==> src/rtl/ntt_addr_sched_pkg.sv <==
// +----------------------------------------------------------------------------+
// | ntt_addr_sched_pkg : opcodes, state encodings and defaults for the scheduler |
// | Revision 1.0                                                                |
// +----------------------------------------------------------------------------+
`default_nettype none

package ntt_addr_sched_pkg;

    localparam int DEF_P_SHIFT  = 2;
    localparam int DEF_PIPE_LAT = 6;

    localparam logic [1:0] OP_NTT  = 2'd0;
    localparam logic [1:0] OP_INTT = 2'd1;
    localparam logic [1:0] OP_PWM0 = 2'd2;
    localparam logic [1:0] OP_PWM1 = 2'd3;

    localparam logic [5:0] LAST_STAGE = 6'd6;

    typedef enum logic [2:0] {
        SCH_IDLE  = 3'd0,
        SCH_RUN   = 3'd1,
        SCH_GAP   = 3'd2,
        SCH_DRAIN = 3'd3,
        SCH_DONE  = 3'd4
    } sched_state_t;

    function automatic logic is_pwm(input logic [1:0] op);
        return op[1];
    endfunction

endpackage

`default_nettype wire

==> src/rtl/ntt_addr_sched_timer.sv <==
// +----------------------------------------------------------------------------+
// | ntt_addr_sched_timer : down-counter loaded with LAT-1, flags expiry at zero |
// | Revision 1.0                                                                |
// +----------------------------------------------------------------------------+
`default_nettype none

module ntt_addr_sched_timer #(
    parameter int LAT = 6
) (
    input  logic clk,
    input  logic rst,
    input  logic load,
    input  logic en,
    output logic expired
);

    localparam int W = (LAT > 2) ? $clog2(LAT) : 1;
    localparam logic [W-1:0] LOAD_VAL = W'(LAT - 1);

    logic [W-1:0] r_count;

    always_ff @(posedge clk) begin
        if (!rst) begin
            r_count <= '0;
        end else if (load) begin
            r_count <= LOAD_VAL;
        end else if (en && (r_count != '0)) begin
            r_count <= r_count - W'(1);
        end
    end

    // Expiry is seen during the last idle cycle so the caller can leave on that edge.
    assign expired = (r_count == '0);

endmodule

`default_nettype wire

==> src/rtl/ntt_addr_sched.sv <==
// +----------------------------------------------------------------------------+
// | ntt_addr_sched : (i, s) walk sequencer for NTT/INTT/PWM passes with drain    |
// | Optional macro CTRL_HOLD_EN adds the hold port.        Revision 1.0          |
// +----------------------------------------------------------------------------+
`default_nettype none

module ntt_addr_sched
    import ntt_addr_sched_pkg::*;
#(
    parameter int P_SHIFT  = DEF_P_SHIFT,
    parameter int PIPE_LAT = DEF_PIPE_LAT
) (
    input  logic       clk,
    input  logic       rst,
    input  logic       start,
    input  logic [1:0] opcode_in,
`ifdef CTRL_HOLD_EN
    input  logic       hold,
`endif
    output logic [5:0] i,
    output logic [6:0] s,
    output logic [1:0] opcode,
    output logic       issue,
    output logic       stage_end,
    output logic       busy,
    output logic       done
);

    localparam int         NBLK       = 128 >> P_SHIFT;
    localparam logic [6:0] S_STEP     = 7'(1 << P_SHIFT);
    localparam logic [6:0] S_LAST     = 7'(128 - (1 << P_SHIFT));
    localparam logic [5:0] PWM_I_LAST = 6'(NBLK / 2 - 1);

    sched_state_t r_state, w_state;
    logic [5:0]   r_i, w_i;
    logic [6:0]   r_s, w_s;
    logic [1:0]   r_opcode, w_opcode;
    logic         r_issue, w_issue;
    logic         r_stage_end, w_stage_end;
    logic         r_busy, w_busy;
    logic         r_done, w_done;
    logic         r_last, w_last;
    logic         w_tmr_load, w_tmr_en, w_tmr_expired;
    logic         w_more;
    logic         w_hold;

`ifdef CTRL_HOLD_EN
    assign w_hold = hold;
`else
    assign w_hold = 1'b0;
`endif

    function automatic logic last_of_stage(input logic [1:0] op,
                                           input logic [5:0] ii,
                                           input logic [6:0] ss);
        if (is_pwm(op)) begin
            return (ii == PWM_I_LAST) && (ss == 7'd1);
        end
        return ss == S_LAST;
    endfunction

    assign w_more = ((r_opcode == OP_NTT)  && (r_i != LAST_STAGE)) ||
                    ((r_opcode == OP_INTT) && (r_i != 6'd0));

    ntt_addr_sched_timer #(
        .LAT (PIPE_LAT)
    ) u_timer (
        .clk     (clk),
        .rst     (rst),
        .load    (w_tmr_load),
        .en      (w_tmr_en),
        .expired (w_tmr_expired)
    );

    always_ff @(posedge clk) begin
        if (!rst) begin
            r_state     <= SCH_IDLE;
            r_i         <= '0;
            r_s         <= '0;
            r_opcode    <= OP_NTT;
            r_issue     <= 1'b0;
            r_stage_end <= 1'b0;
            r_busy      <= 1'b0;
            r_done      <= 1'b0;
            r_last      <= 1'b0;
        end else begin
            r_state     <= w_state;
            r_i         <= w_i;
            r_s         <= w_s;
            r_opcode    <= w_opcode;
            r_issue     <= w_issue;
            r_stage_end <= w_stage_end;
            r_busy      <= w_busy;
            r_done      <= w_done;
            r_last      <= w_last;
        end
    end

    // r_last remembers whether the most recent issue closed a stage, independent of
    // the stage_end pulse, so a hold can blank the pulse without losing the fact.
    always_comb begin
        w_state     = r_state;
        w_i         = r_i;
        w_s         = r_s;
        w_opcode    = r_opcode;
        w_issue     = 1'b0;
        w_stage_end = 1'b0;
        w_busy      = r_busy;
        w_done      = 1'b0;
        w_last      = r_last;
        w_tmr_load  = 1'b0;
        w_tmr_en    = 1'b0;

        if (!w_hold) begin
            case (r_state)
                SCH_IDLE: begin
                    if (start) begin
                        w_opcode    = opcode_in;
                        w_i         = (opcode_in == OP_INTT) ? LAST_STAGE : 6'd0;
                        w_s         = 7'd0;
                        w_last      = last_of_stage(opcode_in, w_i, w_s);
                        w_issue     = 1'b1;
                        w_stage_end = w_last;
                        w_busy      = 1'b1;
                        w_state     = SCH_RUN;
                    end
                end
                SCH_RUN: begin
                    if (r_last) begin
                        w_tmr_load = 1'b1;
                        w_state    = w_more ? SCH_GAP : SCH_DRAIN;
                    end else begin
                        if (is_pwm(r_opcode)) begin
                            if (r_s == 7'd1) begin
                                w_s = 7'd0;
                                w_i = r_i + 6'd1;
                            end else begin
                                w_s = 7'd1;
                            end
                        end else begin
                            w_s = r_s + S_STEP;
                        end
                        w_last      = last_of_stage(r_opcode, w_i, w_s);
                        w_issue     = 1'b1;
                        w_stage_end = w_last;
                    end
                end
                SCH_GAP: begin
                    w_tmr_en = 1'b1;
                    if (w_tmr_expired) begin
                        w_i         = (r_opcode == OP_INTT) ? (r_i - 6'd1) : (r_i + 6'd1);
                        w_s         = 7'd0;
                        w_last      = last_of_stage(r_opcode, w_i, w_s);
                        w_issue     = 1'b1;
                        w_stage_end = w_last;
                        w_state     = SCH_RUN;
                    end
                end
                SCH_DRAIN: begin
                    w_tmr_en = 1'b1;
                    if (w_tmr_expired) begin
                        w_done  = 1'b1;
                        w_busy  = 1'b0;
                        w_state = SCH_DONE;
                    end
                end
                SCH_DONE: begin
                    w_state = SCH_IDLE;
                end
                default: begin
                    w_state = SCH_IDLE;
                    w_busy  = 1'b0;
                end
            endcase
        end
    end

    assign i         = r_i;
    assign s         = r_s;
    assign opcode    = r_opcode;
    assign issue     = r_issue;
    assign stage_end = r_stage_end;
    assign busy      = r_busy;
    assign done      = r_done;

endmodule

`default_nettype wire

==> config.mk <==
export PLATFORM = sky130hd
export DESIGN_NAME = ntt_addr_sched
export DESIGN_NICKNAME = d
export VERILOG_FILES = /design/src/rtl/ntt_addr_sched_pkg.sv /design/src/rtl/ntt_addr_sched_timer.sv /design/src/rtl/ntt_addr_sched.sv
export SDC_FILE = /design/constraint.sdc
export NUM_CORES = 1
export LEC_CHECK = 0
export ABC_AREA = 1
export BUFFER_PORTS_ARGS = -buffer_cell sky130_fd_sc_hd__buf_2
export CORE_ASPECT_RATIO = 2
export CORE_MARGIN = 10
export CORE_UTILIZATION = 61
export DETAILED_ROUTE_END_ITERATION = 8
export PLACE_DENSITY = 0.84
export SKIP_CTS_REPAIR_TIMING = 1
export SLEW_MARGIN = 20
export SYNTH_ARGS = -nofsm -noshare
export SYNTH_HDL_FRONTEND = slang
export SYNTH_SLANG_ARGS = --single-unit
==> constraint.sdc <==
create_clock -name clk -period 2.5 [get_ports clk]
set_input_delay 0.5 -clock clk [delete_from_list [all_inputs] [get_ports clk]]
set_output_delay 0.5 -clock clk [all_outputs]
set_load 0.02 [all_outputs]
==> results of run 1 <==
routing by layer:
layer,vias up,wire length (um),share of wire [%]
li1,862,-,-
met1,808,1600,38
met2,46,2390,56
met3,13,175,4.1
met4,0,74,1.7
met5,-,0,0
registers in the layout, summed over array words and instances, names as in the netlist:
| name | flops |
|---|---|
| s | 7 |
| i | 6 |
| r_state | 3 |
| u_timer.r_count | 3 |
| opcode | 2 |
| busy | 1 |
| done | 1 |
| issue | 1 |
| r_last | 1 |
| stage_end | 1 |
synth_stat cells:
cell type / count / area share, %
a211oi_1: 1 / 0.45
a21oi_1: 23 / 6.9
a21oi_2: 2 / 1.0
a22oi_1: 1 / 0.45
a31oi_1: 2 / 0.75
and3_1: 1 / 0.38
buf_2: 2 / 0.60
buf_6: 2 / 1.3
clkbuf_1: 1 / 0.22
dfxtp_1: 26 / 31
ha_1: 7 / 5.2
inv_1: 33 / 7.4
inv_2: 3 / 0.67
nand2_1: 59 / 13
nand2_2: 3 / 1.1
nand2_4: 1 / 0.67
nand3_1: 21 / 6.3
nand4_1: 2 / 0.75
nor2_1: 23 / 5.2
nor2_2: 1 / 0.38
nor2_4: 3 / 2.0
nor2_8: 1 / 1.2
nor3_1: 2 / 0.60
nor3_2: 1 / 0.60
o211ai_1: 4 / 1.8
o21ai_0: 17 / 5.1
o21ai_1: 4 / 1.2
o21ai_2: 1 / 0.52
xnor2_1: 1 / 0.52
xor2_1: 4 / 2.1
cells in the final DEF (no fill, tap or decap), types with 2 or more instances in the layout:
cell	synthesis	layout
dfxtp_1	26	26
inv_1	33	33
nor3_1	2	2
nand2_2	3	3
nor2_1	23	23
nand3_1	21	21
o211ai_1	4	4
xor2_1	4	4
nand2_1	59	59
ha_1	7	7
nand4_1	2	2
o21ai_1	4	4
inv_2	3	3
a31oi_1	2	2
a21oi_1	23	23
a21oi_2	2	2
nor2_4	3	3
buf_2	2	23
o21ai_0	17	17
clkbuf_8	0	4
final timing paths:
| kind | to | slack, ns | cells past startpoint |
|---|---|---|---|
| worst max register to register | r_last$_SDFFE_PN0P_ | 0.76 | 14 |
| worst max-delay path | r_last$_SDFFE_PN0P_ | 0.76 | 14 |
| worst min register to register | busy$_SDFFE_PN0P_ | 0.50 | 2 |
| worst min-delay path | busy$_SDFFE_PN0P_ | 0.50 | 2 |
worst max-delay path: stages (launching register included):
cell	delay, ns
dfxtp_1	0.36
inv_1	0.11
ha_1	0.16
nand2_1	0.07
inv_1	0.08
nand2_2	0.07
nor2_4	0.19
nand2_2	0.06
nand2_1	0.06
nand2_1	0.07
nor2_1	0.13
nand2_1	0.08
nand2_1	0.07
nand2_1	0.06
a21oi_2	0.11
kinds of logic (layout without fill, tap and decap cells):
| logic type | Yosys count | in the layout | synth area share, % |
|---|---|---|---|
| and+or+nand+nor | 118 | 118 | 32.5 |
| AOI/OAI and AO/OA | 55 | 55 | 18.2 |
| buffers and inverters | 41 | 63 | 10.3 |
| DFF | 26 | 26 | 31.2 |
| adders and majority gates | 7 | 7 | 5.25 |
| xor gates and xnor gates | 5 | 5 | 2.62 |
final cells by class:
cell class,count,area (um^2)
inverter,36,135
multi-input combinational,185,977
sequential,26,520
timing repair buffer,23,115
clock buffer,4,55.1
tap,28,35.0
fill,248,764
where the power goes:
part / switching, mW / internal, mW / total (mW)
clock network: 0.132 / 0.141 / 0.273
registers: 0.0354 / 0.441 / 0.476
logic: 0.206 / 0.0913 / 0.297
total: 0.374 / 0.673 / 1.05
==> results.cfg, run 1 <==
[outcome]
status = complete, no violations

[synth]
ys_seq_elements = 26
synth_cell_types = 30
ys_warn_count = 0
netlist_instances = 252
synth_area_mm2 = 0.00167
syn_avg_cell_area_um2 = 6.62
synth_fp_nets = 264
ys_seq_area_share_pct = 31.2

[worst_setup_path]
arrival_ns = 1.94
cp-start-kind = flop
crit_path_max_fanout = 8
critPathRequiredTime_ns = 2.71
criticalPathCategory = reg -> reg
r2r_start = s[2]$_SDFFE_PN0P_
worstSetupEndpointType = flop
crit_start = s[2]$_SDFFE_PN0P_

[drt]
dr.pass1.iters = 4
detail_route.vias_per_cell = 5.73
wirelength_mm = 4.24
vias = 1729
wl_per_cell_um = 14.0
drt_first_iter_violations = 62
ant_nets = 0
drc_errors = 0

[timing]
hold_ws_ns = 0.501
period_needed_ns = 1.74
tns_ns = 0
finalMaxSlewViolations = 0
finalSetupViolCount = 0
fin_worst_skew_ns = 0.00606
fin_ws_ns = 0.764
fmax_ghz = 0.576
tightest_slew_ns = 0.588
slew_headroom_pct = 60.7
hold_viol = 0
period_share_pct = 69.4
rsz0062_at_grt = no

[placement]
place_ws_ns = 0.801
place_inst = 298
placed_cell_area_mm2 = 0.00178
hpwl_mm = 3.28
port_buffers = 23
routabilityCongestion = 0.962

[cells_and_area]
antenna_cells = 0
fin_util_pct = 70.6
area_growth_pct = 10.1
final_nets = 287
stdcell_area_mm2 = 0.00184
final_layout_size_suffix_gt1_share_pct = 15.7
fin_cells = 302

[floorplan]
rows = 26
die_area_mm2 = 0.00536
die_height_um = 94.0
die_w_um = 57.0
start_util_pct = 64.1
io_pins = 24
core_area_mm2 = 0.00260

[clock_network]
root_buffer = clkbuf_8
cts_made_buffers = 3
clockBufferDepth = 2
cts_sinks = 26
clkTransAtPathRegs_ns = 0.09
cts_tree = built
h-tree-depth = 1
clock_latency_ns = 0.27

[grt]
grt_max_degree = 17
grt_usage_pct = 15.9
antenna_found_initial = 0
grt_busiest_layer = met2
grt.overflow.total = 0
use_met2_pct = 30.4
grt_pass1_wl_mm = 7.19
grtUsageMet3_pct = 3.12
grt_pass1_vias = 1675
use_met1_pct = 15.6

[run]
drv_cap = 0

[pwr]
power.total_mw = 1.05
leakage_nw = 0.889
ir_drop_mv = 0.410
cellPowerDensity_mw_per_mm2 = 569

[worst_hold_path]
hold_start = busy$_SDFFE_PN0P_
hp-class = reg -> reg
No activity file was read; power rests on OpenSTA's default activity.
==> run 2, diff against run 1 <==
CORE_UTILIZATION = 56   (was 61)
PLACE_DENSITY = 0.78   (was 0.84)
clock period = 1.7 ns   (was 2.5 ns; I/O delays follow)
==> run 2 against run 1 <==
Compared with the run above:
- routed wire length rose by 11%
- final area grew 12%
- clock-buffer cell count is the same
- global-route usage increased by 0.32 points
- critical endpoint unchanged
- largest cell class unchanged
==> results.cfg, run 2 (same netlist as run 1, synthesis figures left out) <==
[outcome]
status = complete, no violations

[worst_setup_path]
r2r_start = s[2]$_SDFFE_PN0P_
critPathRequiredTime_ns = 1.92
ff2ff_path_depth = 14
worstSetupEndpointType = flop
criticalPathCategory = reg -> reg
cp-start-kind = flop
crit_path_max_fanout = 6
rrSetupSlack_ns = 0.07
arrival_ns = 1.85
crit_path_end = r_last$_SDFFE_PN0P_
crit_start = s[2]$_SDFFE_PN0P_
r2r_end = r_last$_SDFFE_PN0P_

[timing]
fmax_ghz = 0.614
finalMaxSlewViolations = 0
slew_headroom_pct = 67.1
finalSetupViolCount = 0
period_share_pct = 95.9
tightest_slew_ns = 0.493
tns_ns = 0
period_needed_ns = 1.63
hold_viol = 0
fin_worst_skew_ns = 0.00502

[clock_network]
h-tree-depth = 1
clock_latency_ns = 0.28
cts_sinks = 26
cts_tree = built
root_buffer = clkbuf_8
clockBufferDepth = 2
cts_made_buffers = 3
clkTransAtPathRegs_ns = 0.09

[floorplan]
die_height_um = 97.2
rows = 28
die_w_um = 58.6
core_area_mm2 = 0.00291
io_pins = 24
die_area_mm2 = 0.00570
start_util_pct = 57.4

[cells_and_area]
most-common-layout-cells = nand2_1 (53), inv_1 (29), buf_2 (23)
stdcell_area_mm2 = 0.00206
nFillCells = 276
final_layout_size_suffix_gt1_share_pct = 28.3
layout_commonest_cell = nand2_1
multi_input_area_mm2 = 0.00103
largest_register_ff_count = 7
final_nets = 306
regArea_um2 = 527
antenna_cells = 0
area_growth_pct = 23.2

[drt]
wl_per_cell_um = 14.6
drt_first_iter_violations = 49
detail_route.vias_per_cell = 5.54
wirelength_mm = 4.71
ant_nets = 0
dr.pass1.iters = 4
vias = 1789
drc_errors = 0

[worst_hold_path]
hp-class = in -> reg
hold_start = opcode_in[0]
whs_path_depth = 3

[placement]
port_buffers = 23
routabilityCongestion = 0.915
hpwl_mm = 3.57
placed_cell_area_mm2 = 0.00190

[grt]
antenna_found_initial = 0
grt.overflow.total = 0
grt_pass1_vias = 1725
grt_max_degree = 15
grt_usage_pct = 16.2
grt_pass1_wl_mm = 7.59

[run]
drv_cap = 0

[pwr]
leakage_nw = 0.995
cellPowerDensity_mw_per_mm2 = 811
ir_drop_mv = 0.695
power.total_mw = 1.67
==> run 2: changes by cell type in the layout (fill, tap and decap cells not counted), sizes merged <==
cell and change:
buf +19
==> run 2: power breakdown <==
group / switching [mW] / internal (mW) / total, mW
logic: 0.356 / 0.213 / 0.569
clock network: 0.194 / 0.207 / 0.402
registers: 0.0445 / 0.651 / 0.696
total: 0.595 / 1.07 / 1.67
==> run 2: how the worst min path moves through the flow <==
stage,slack (ns),end
6_report,0.37,opcode[0]$_SDFFE_PN0P_
5_1_grt,0.40,r_last$_SDFFE_PN0P_
4_1_cts,0.36,opcode[0]$_SDFFE_PN0P_
3_5_place_dp,0.48,busy$_SDFFE_PN0P_
3_3_place_gp,0.46,busy$_SDFFE_PN0P_
2_1_floorplan,0.46,r_last$_SDFFE_PN0P_
==> run 2: metrics by stage <==
step                util [%]  instances  worst slack [ns]  hold slack [ns]
global route            70.7        323           -0.0457            0.405
finish                  70.7        323            0.0703            0.369
floorplan                  -        252             0.102            0.458
global placement        65.3        315            0.0269            0.464
detailed placement      65.3        315           0.00764            0.477
CTS                     67.2        319           -0.0199            0.363
==> run 2: layout make-up <==
| class | instances | share of cell area (%) |
|---|---|---|
| repair buffers | 42 | 12.9 |
| well taps | 30 | 1.83 |
| multi-input cells | 185 | 50.0 |
| flip-flops and latches | 26 | 25.6 |
| inverters | 36 | 6.94 |
| clock buffers | 4 | 2.68 |
==> run 2: layer usage <==
metal / wire length, um / GRT usage, % / up-vias
li1: - / - / 899
met1: 1640 / 15.2 / 802
met4: 242 / 8.88 / 0
met2: 2610 / 30.7 / 64
met3: 219 / 2.23 / 24
met5: 0 / 0 / -
==> run 2: critical path: stages, from the launching register on <==
cell and delay [ns]:
dfxtp_2 0.34, inv_2 0.07, ha_4 0.13, nand2_2 0.06, inv_2 0.06, nand2_2 0.06
nor2_4 0.19, nand2_2 0.07, nand2_2 0.06, nand2_2 0.06, nor2_2 0.11, nand2_1 0.07
nand2_1 0.09, nand2_1 0.08, a21oi_2 0.11
==> run 3, diff against run 2 <==
clock period = 1.76 ns   (was 1.7 ns; I/O delays follow)
==> run 3 against run 2 <==
Compared with the run above:
- non-clock buffer count is 7 lower
- final area shrank 3.8%
- power down 5.8%
- utilization shrank 2.7 points
- maximum frequency rose by 1.5%
- clock-buffer cell count is the same
==> results.cfg, run 3 (same netlist as run 1, synthesis figures left out) <==
[drt]
drt_first_iter_violations = 43
wl_per_cell_um = 14.3
detail_route.vias_per_cell = 5.59
ant_nets = 0
dr.pass1.iters = 4
wirelength_mm = 4.53
vias = 1768
drc_errors = 0

[timing]
hold_viol = 0
tightest_slew_ns = 0.566
period_needed_ns = 1.61
tns_ns = 0
finalSetupViolCount = 0
rsz0062_at_grt = no
fin_worst_skew_ns = 0.00476
slew_headroom_pct = 62.2
period_share_pct = 91.3
fmax_ghz = 0.623
finalMaxSlewViolations = 0
fin_ws_ns = 0.154

[grt]
grt_pass1_vias = 1761
grt_usage_pct = 16.1
grt.overflow.total = 0
use_met2_pct = 29.7
antenna_found_initial = 0
use_met1_pct = 14.4
grtUsageMet3_pct = 3.01
grt_busiest_layer = met2
grt_pass1_wl_mm = 7.59
grt_max_degree = 17

[placement]
hpwl_mm = 3.49
place_ws_ns = 0.0853
routabilityCongestion = 0.951
port_buffers = 23

[cells_and_area]
final_layout_size_suffix_gt1_share_pct = 24.1
nFillCells = 274
layout_commonest_cell = nand2_1
antenna_cells = 0
largest_register_ff_count = 7
final_nets = 299
area_growth_pct = 18.4
most-common-layout-cells = nand2_1 (56), inv_1 (30), a21oi_1 (23), buf_2 (23)

[clock_network]
cts_made_buffers = 3
clkTransAtPathRegs_ns = 0.09
h-tree-depth = 1
clock_latency_ns = 0.27
root_buffer = clkbuf_8
cts_tree = built
cts_sinks = 26
clockBufferDepth = 2

[run]
drv_cap = 0

[outcome]
status = complete, no violations

[worst_setup_path]
worstSetupEndpointType = flop
crit_path_max_fanout = 7
r2r_end = r_last$_SDFFE_PN0P_
cp-start-kind = flop
rrSetupSlack_ns = 0.15
ff2ff_path_depth = 14
critPathRequiredTime_ns = 1.98
arrival_ns = 1.83
criticalPathCategory = reg -> reg
r2r_start = s[2]$_SDFFE_PN0P_

[worst_hold_path]
hp-class = in -> reg
hold_start = opcode_in[1]
whs_path_depth = 3
min_to = opcode[1]$_SDFFE_PN0P_

[floorplan]
io_pins = 24
core_area_mm2 = 0.00291
rows = 28
die_area_mm2 = 0.00570
die_height_um = 97.2
start_util_pct = 57.4
die_w_um = 58.6

[pwr]
leakage_nw = 0.956
cellPowerDensity_mw_per_mm2 = 794
ir_drop_mv = 0.595
run 3: layout make-up:
cell class | instances | area (um^2) | area share, %
tap | 30 | 37.5 | 1.90
timing repair buffer | 35 | 205 | 10.4
multi-input combinational | 185 | 1010 | 50.9
inverter | 36 | 140 | 7.09
sequential | 26 | 532 | 26.9
clock buffer | 4 | 55.1 | 2.78
run 3: worst max-delay path, stage by stage (launching register included):
cell	delay, ns
dfxtp_4	0.37
inv_4	0.07
ha_4	0.13
nand2_4	0.05
inv_2	0.06
nand2_2	0.05
nor2_4	0.19
nand2_2	0.07
nand2_2	0.06
nand2_2	0.06
nor2_2	0.11
nand2_1	0.05
nand2_1	0.08
nand2_1	0.07
a21oi_2	0.12
run 3: per-layer routing:
layer / share of wire, % / vias up
met3: 4.4 / 15
met5: 0 / -
met4: 3.3 / 0
met2: 57 / 56
li1: - / 883
met1: 36 / 814
run 3: where the power goes:
group | total (mW) | leakage, nW | internal (mW) | switching [mW]
registers | 0.673 | 0.215 | 0.629 | 0.0437
logic | 0.505 | 0.713 | 0.181 | 0.324
clock network | 0.393 | 0.0288 | 0.200 | 0.192
run 3: worst max path at each step:
| stage | from | end |
|---|---|---|
| after floorplan | s[2]$_SDFFE_PN0P_ | stage_end$_SDFF_PP0_ |
| after global placement | s[2]$_SDFFE_PN0P_ | r_last$_SDFFE_PN0P_ |
| after detailed placement | s[2]$_SDFFE_PN0P_ | r_last$_SDFFE_PN0P_ |
| after CTS | s[2]$_SDFFE_PN0P_ | r_last$_SDFFE_PN0P_ |
| after global routing | u_timer.r_count[0]$_SDFFE_PN0P_ | i[1]$_SDFFE_PN0P_ |
| final | s[2]$_SDFFE_PN0P_ | r_last$_SDFFE_PN0P_ |
run 3: per-stage QoR:
stage | instances | hold WS [ns] | utilization, % | cell area [um^2] | power (mW)
floorplan | 252 | 0.458 | - | 1670 | 1.00
global placement | 309 | 0.484 | 63.7 | 1850 | 1.15
detailed placement | 309 | 0.474 | 63.7 | 1850 | 1.15
CTS | 313 | 0.376 | 65.6 | 1910 | 1.54
global route | 316 | 0.407 | 68.0 | 1980 | 1.65
finish | 316 | 0.375 | 68.0 | 1980 | 1.57
